**config.mk**
```make
export PLATFORM = sky130hd
export DESIGN_NAME = result_display
export DESIGN_NICKNAME = d
export VERILOG_FILES = /design/src/rtl/result_display.sv
export SDC_FILE = /design/constraint.sdc
export NUM_CORES = 1
export LEC_CHECK = 0
export ABC_AREA = 0
export CAP_MARGIN = 20
export CORE_MARGIN = 2
export CORE_UTILIZATION = 40
export DETAILED_ROUTE_END_ITERATION = 6
export GPL_TIMING_DRIVEN = 0
export HOLD_SLACK_MARGIN = 0.15
export SYNTH_ARGS = -nofsm -noshare
export SYNTH_HDL_FRONTEND = slang
export SYNTH_SLANG_ARGS = --single-unit
```
**constraint.sdc**
```tcl
create_clock -name clock -period 2.95 [get_ports clock]
set_input_delay 0.295 -clock clock [delete_from_list [all_inputs] [get_ports clock]]
set_output_delay 0.295 -clock clock [all_outputs]
set_load 0.005 [all_outputs]
```
**src/rtl/result_display.sv**
```systemverilog
// result_display: double-dabble binary-to-BCD converter driving a scanned five-digit seven-segment display
module result_display #(
    parameter int SCAN_DIV = 1000
) (
    input  logic        clock,
    input  logic        reset,
    input  logic [15:0] value,
    output logic        busy,
    output logic [19:0] bcd,
    output logic [6:0]  seg,
    output logic [4:0]  an
);
    typedef enum logic {IDLE, SHIFT} state_t;
    state_t      state;
    logic [15:0] last_value;
    logic [15:0] shreg;
    logic [19:0] scratch;
    logic [19:0] adj;
    logic [3:0]  count;
    logic [15:0] prescale;
    logic        wrap;
    logic [2:0]  index;
    logic [2:0]  index_next;
    logic [3:0]  digit;
    logic [19:0] upper;
    logic        blank;
    logic [6:0]  seg_next;

    genvar i;
    for (i = 0; i < 5; i++) begin : g_adj
        assign adj[4*i +: 4] = scratch[4*i +: 4] >= 4'd5 ? scratch[4*i +: 4] + 4'd3 : scratch[4*i +: 4];
    end

    assign wrap       = prescale == 16'(SCAN_DIV - 1);
    assign index_next = wrap ? (index == 3'd4 ? 3'd0 : index + 3'd1) : index;
    assign digit      = bcd[{index_next, 2'b00} +: 4];
    assign upper      = bcd >> {index_next, 2'b00};
    assign blank      = index_next != 3'd0 && upper == 20'd0;

    // seven-segment decode of the digit about to be shown (g..a, active low)
    always_comb begin
        seg_next = 7'b1111111;
        case (digit)
            4'd0: seg_next = 7'b1000000;
            4'd1: seg_next = 7'b1111001;
            4'd2: seg_next = 7'b0100100;
            4'd3: seg_next = 7'b0110000;
            4'd4: seg_next = 7'b0011001;
            4'd5: seg_next = 7'b0010010;
            4'd6: seg_next = 7'b0000010;
            4'd7: seg_next = 7'b1111000;
            4'd8: seg_next = 7'b0000000;
            4'd9: seg_next = 7'b0010000;
            default: seg_next = 7'b1111111;
        endcase
    end

    // converter: snapshot a changed value, then 16 add-3-and-shift steps
    always_ff @(posedge clock) begin
        if (reset) begin
            state      <= IDLE;
            last_value <= 16'd0;
            shreg      <= 16'd0;
            scratch    <= 20'd0;
            count      <= 4'd0;
            busy       <= 1'b0;
            bcd        <= 20'd0;
        end else if (state == IDLE) begin
            if (value != last_value) begin
                shreg      <= value;
                last_value <= value;
                scratch    <= 20'd0;
                count      <= 4'd0;
                busy       <= 1'b1;
                state      <= SHIFT;
            end
        end else begin
            {scratch, shreg} <= {adj, shreg} << 1;
            count            <= count + 4'd1;
            if (count == 4'd15) begin
                bcd   <= {adj[18:0], shreg[15]};
                busy  <= 1'b0;
                state <= IDLE;
            end
        end
    end

    // digit scan: an and seg both follow the index they are about to show
    always_ff @(posedge clock) begin
        if (reset) begin
            prescale <= 16'd0;
            index    <= 3'd0;
            an       <= 5'b11110;
            seg      <= 7'b1000000;
        end else begin
            prescale <= wrap ? 16'd0 : prescale + 16'd1;
            index    <= index_next;
            an       <= ~(5'b00001 << index_next);
            seg      <= blank ? 7'b1111111 : seg_next;
        end
    end
endmodule

```
==> results.sh <==
export IMPL_status="finished clean"
export IMPL_track_usage_pct=19.75
export IMPL_antenna_found_initial=0
export IMPL_path_clk_slew_ps=70
export IMPL_cts_buffer_depth=2
export IMPL_grt_pass1_wl_mm=22.50
export IMPL_cp_start_kind="flop"
export IMPL_layout_drive_gt1_share_pct=11.47
export IMPL_drtIter0Drc=392
export IMPL_worst_path_buf_inv=2
export IMPL_finalSetupTns_ps=0
export IMPL_drv_cap=0
export IMPL_fp_dieH_um=119.2
export IMPL_drtAntennaViolNets=0
export IMPL_nets=747
export IMPL_grt_max_degree=18
export IMPL_finalHoldViolCount=0
export IMPL_dp_hpwl_mm=9.830
export IMPL_wl_per_cell_um=15.17
export IMPL_cts_tree="yes"
export IMPL_finalMaxSlewViolations=0
export IMPL_powerDensity_nw_per_um2=438.8
export IMPL_seq_area_frac_synth_pct=41.07
export IMPL_fillers=1236
export IMPL_rsz0062_at_grt="true"
export IMPL_leakagePower_uw=0.002414
export IMPL_period_share_pct=98.34
export IMPL_syn_area_sq_um=5313
export IMPL_crit_required_ps=3170
export IMPL_gp_congestion=0.8403
export IMPL_pin_count=51
export IMPL_portBuffers=49
export IMPL_cts_root_buf="clkbuf_16"
export IMPL_crit_family="compound AO/OA/AOI/OAI gates"
export IMPL_wl_mm=13.52
export IMPL_cp_slowest_cell="dfxtp_4"
export IMPL_fin_crit_ps=2901
export IMPL_fmax_mhz=344.7
export IMPL_synth_nets=674
export IMPL_synth_edf_count=0
export IMPL_coreArea_sq_um=13090
export IMPL_clk_latency_ps=360
export IMPL_htreeDepth=3
export IMPL_hp_class="reg2reg"
export IMPL_slowest_delay_ps=370
export IMPL_cpMostUsedCell="ha_4"
export IMPL_finClkSkew_ps=9.624
export IMPL_worstMarginPinSlew_ps=784.7
export IMPL_arrival_ps=3120
export IMPL_holdWs_ps=451.0
export IMPL_gr_total_overflow=0
export IMPL_synth_cell_types=58
export IMPL_row_count=42
export IMPL_worst_path_max_fanout=6
export IMPL_yosys_warnings=0
export IMPL_routed_via_count=4675
export IMPL_initial_utilization_pct=40.60
export IMPL_synth_main_ff_cell="dfxtp_1"
export IMPL_async_flop_share_pct=0
export IMPL_syn_area_per_cell_sq_um=8.340
export IMPL_grt_pass1_vias=4593
export IMPL_ys_seq_elements=109
export IMPL_relSlewSlack_pct=47.29
export IMPL_setup_worst_path_class="reg2reg"
export IMPL_end_kind="flop"
export IMPL_cts_sink_count=109
export IMPL_syn_inst=637
export IMPL_drcViolationCount=0
export IMPL_synthToLayoutAreaGrowth_pct=23.01
export IMPL_tritoncts_num_buffers=9
export IMPL_n_antenna_cell=0
export IMPL_die_w_um=119.2
export IMPL_die_area_sq_um=14220
export IMPL_first_pass_iters=7
export IMPL_cp_cell_sequence="ha_4 > and4bb_4 > and4_1 > buf_6 > mux2_4 > a221o_1 > o31ai_4 > inv_2 > ha_4 > and2_4 > a22oi_2 > o21a_4 > a31oi_2"
export IMPL_vias_per_cell=5.247
export IMPL_ir_drop_mv=0.3251
export IMPL_setup_viol=0
Yosys cell counts, types with 3 or more instances:
library cell,n,share of area [%]
mux2i_1,8,1.5
and3_1,20,2.4
o211ai_1,4,0.57
nor4_1,4,0.47
nand2_1,108,7.6
nor2_1,53,3.7
a21oi_1,80,7.5
nand3_1,18,1.7
xnor2_1,25,4.1
ha_1,19,4.5
dfxtp_1,109,41
nor3_1,9,0.85
a211oi_1,19,2.7
nor3b_1,7,0.99
nand2b_1,7,0.82
clkbuf_1,26,1.8
o21a_1,6,0.85
mux2_2,16,3.4
a31oi_1,3,0.35
and2_1,3,0.35
xor2_1,10,1.6
inv_1,25,1.8
o21ai_0,10,0.94
nand4_1,8,0.94
layer usage:
metal	routed length [um]	GRT usage, %
met5	0	0
met4	346	9.152
met3	470	3.257
met2	6259	31.72
met1	6440	25.94
what timing repair did:
action / CTS / global route
hold buffers: 0 / 0
endpoints found under the setup margin: 7 / 24
setup buffers: 10 / 3
pin swaps: 8 / 5
endpoints found under the hold margin: 0 / 0
resized for setup: 9 / 17
report_power, final:
group | leakage [uW] | internal (uW) | switching (uW)
clock network | 0.000132 | 597 | 560
registers | 0.000889 | 1500 | 21.2
logic | 0.00139 | 80.2 | 108
total | 0.00241 | 2180 | 689
flip-flops by register name, indices dropped and copies added (netlist names):
register and flops:
prescale 16, an 5, scratch 20, busy 1, count 4, index 3
seg 7, shreg 16, bcd 20, state 1, last_value 16
metrics by stage:
step           total power [uW]  cell area [sq um]  std cells  setup WS, ps  util (%)
3_5_place_dp               1737               6045        862        -410.6     46.19
4_1_cts                    2890               6434        888        -47.89     49.17
3_3_place_gp               1733               6045        862        -336.2     46.19
2_1_floorplan              1662               5334        637        -12.42         -
5_1_grt                    2980               6535        891        -55.40     49.94
6_report                   2868               6535        891         48.95     49.94
layout by cell type (no fill, tap or decap), types with 20 or more instances in the layout:
cell	n
and3_1	20
xnor2_1	25
clkbuf_1	26
a21oi_1	77
inv_1	24
dfxtp_1	103
nor2_1	53
clkdlybuf4s50_1	49
nand2_1	108
tightest hold or removal path, cell delays in order (launching register included):
cell and delay, ps:
dfxtp_1 310, nand2_1 50, a21oi_1 50
logic make-up after synthesis:
kind of cell | share of synthesized area (%)
xor+xnor | 5.770
fa+ha+maj | 4.475
buf+inv | 4.263
compound gates | 16.82
mux | 5.652
flops | 41.07
simple gates | 21.95
area by class of cell:
| class | count | area, sq um | share of cell area (%) |
|---|---|---|---|
| inverters | 26 | 97.59 | 1.493 |
| clock buffers | 11 | 242.7 | 3.714 |
| clock inverters | 5 | 33.78 | 0.5169 |
| repair buffers | 62 | 588.1 | 8.999 |
| plain buffers | 31 | 130.1 | 1.991 |
| flip-flops and latches | 109 | 2192 | 33.54 |
| well taps | 176 | 220.2 | 3.370 |
| multi-input cells | 471 | 3030 | 46.37 |
path summary, 6_finish.rpt:
| kind | from | to | slack, ps | depth (start not counted) |
|---|---|---|---|---|
| min | shreg[6] | shreg[7] | 450 | 2 |
| max reg2reg | prescale[0] | seg[0] | 50 | 13 |
| max | prescale[0] | seg[0] | 50 | 13 |
| min reg2reg | shreg[6] | shreg[7] | 450 | 2 |
Power figures use the tool's default switching activity.
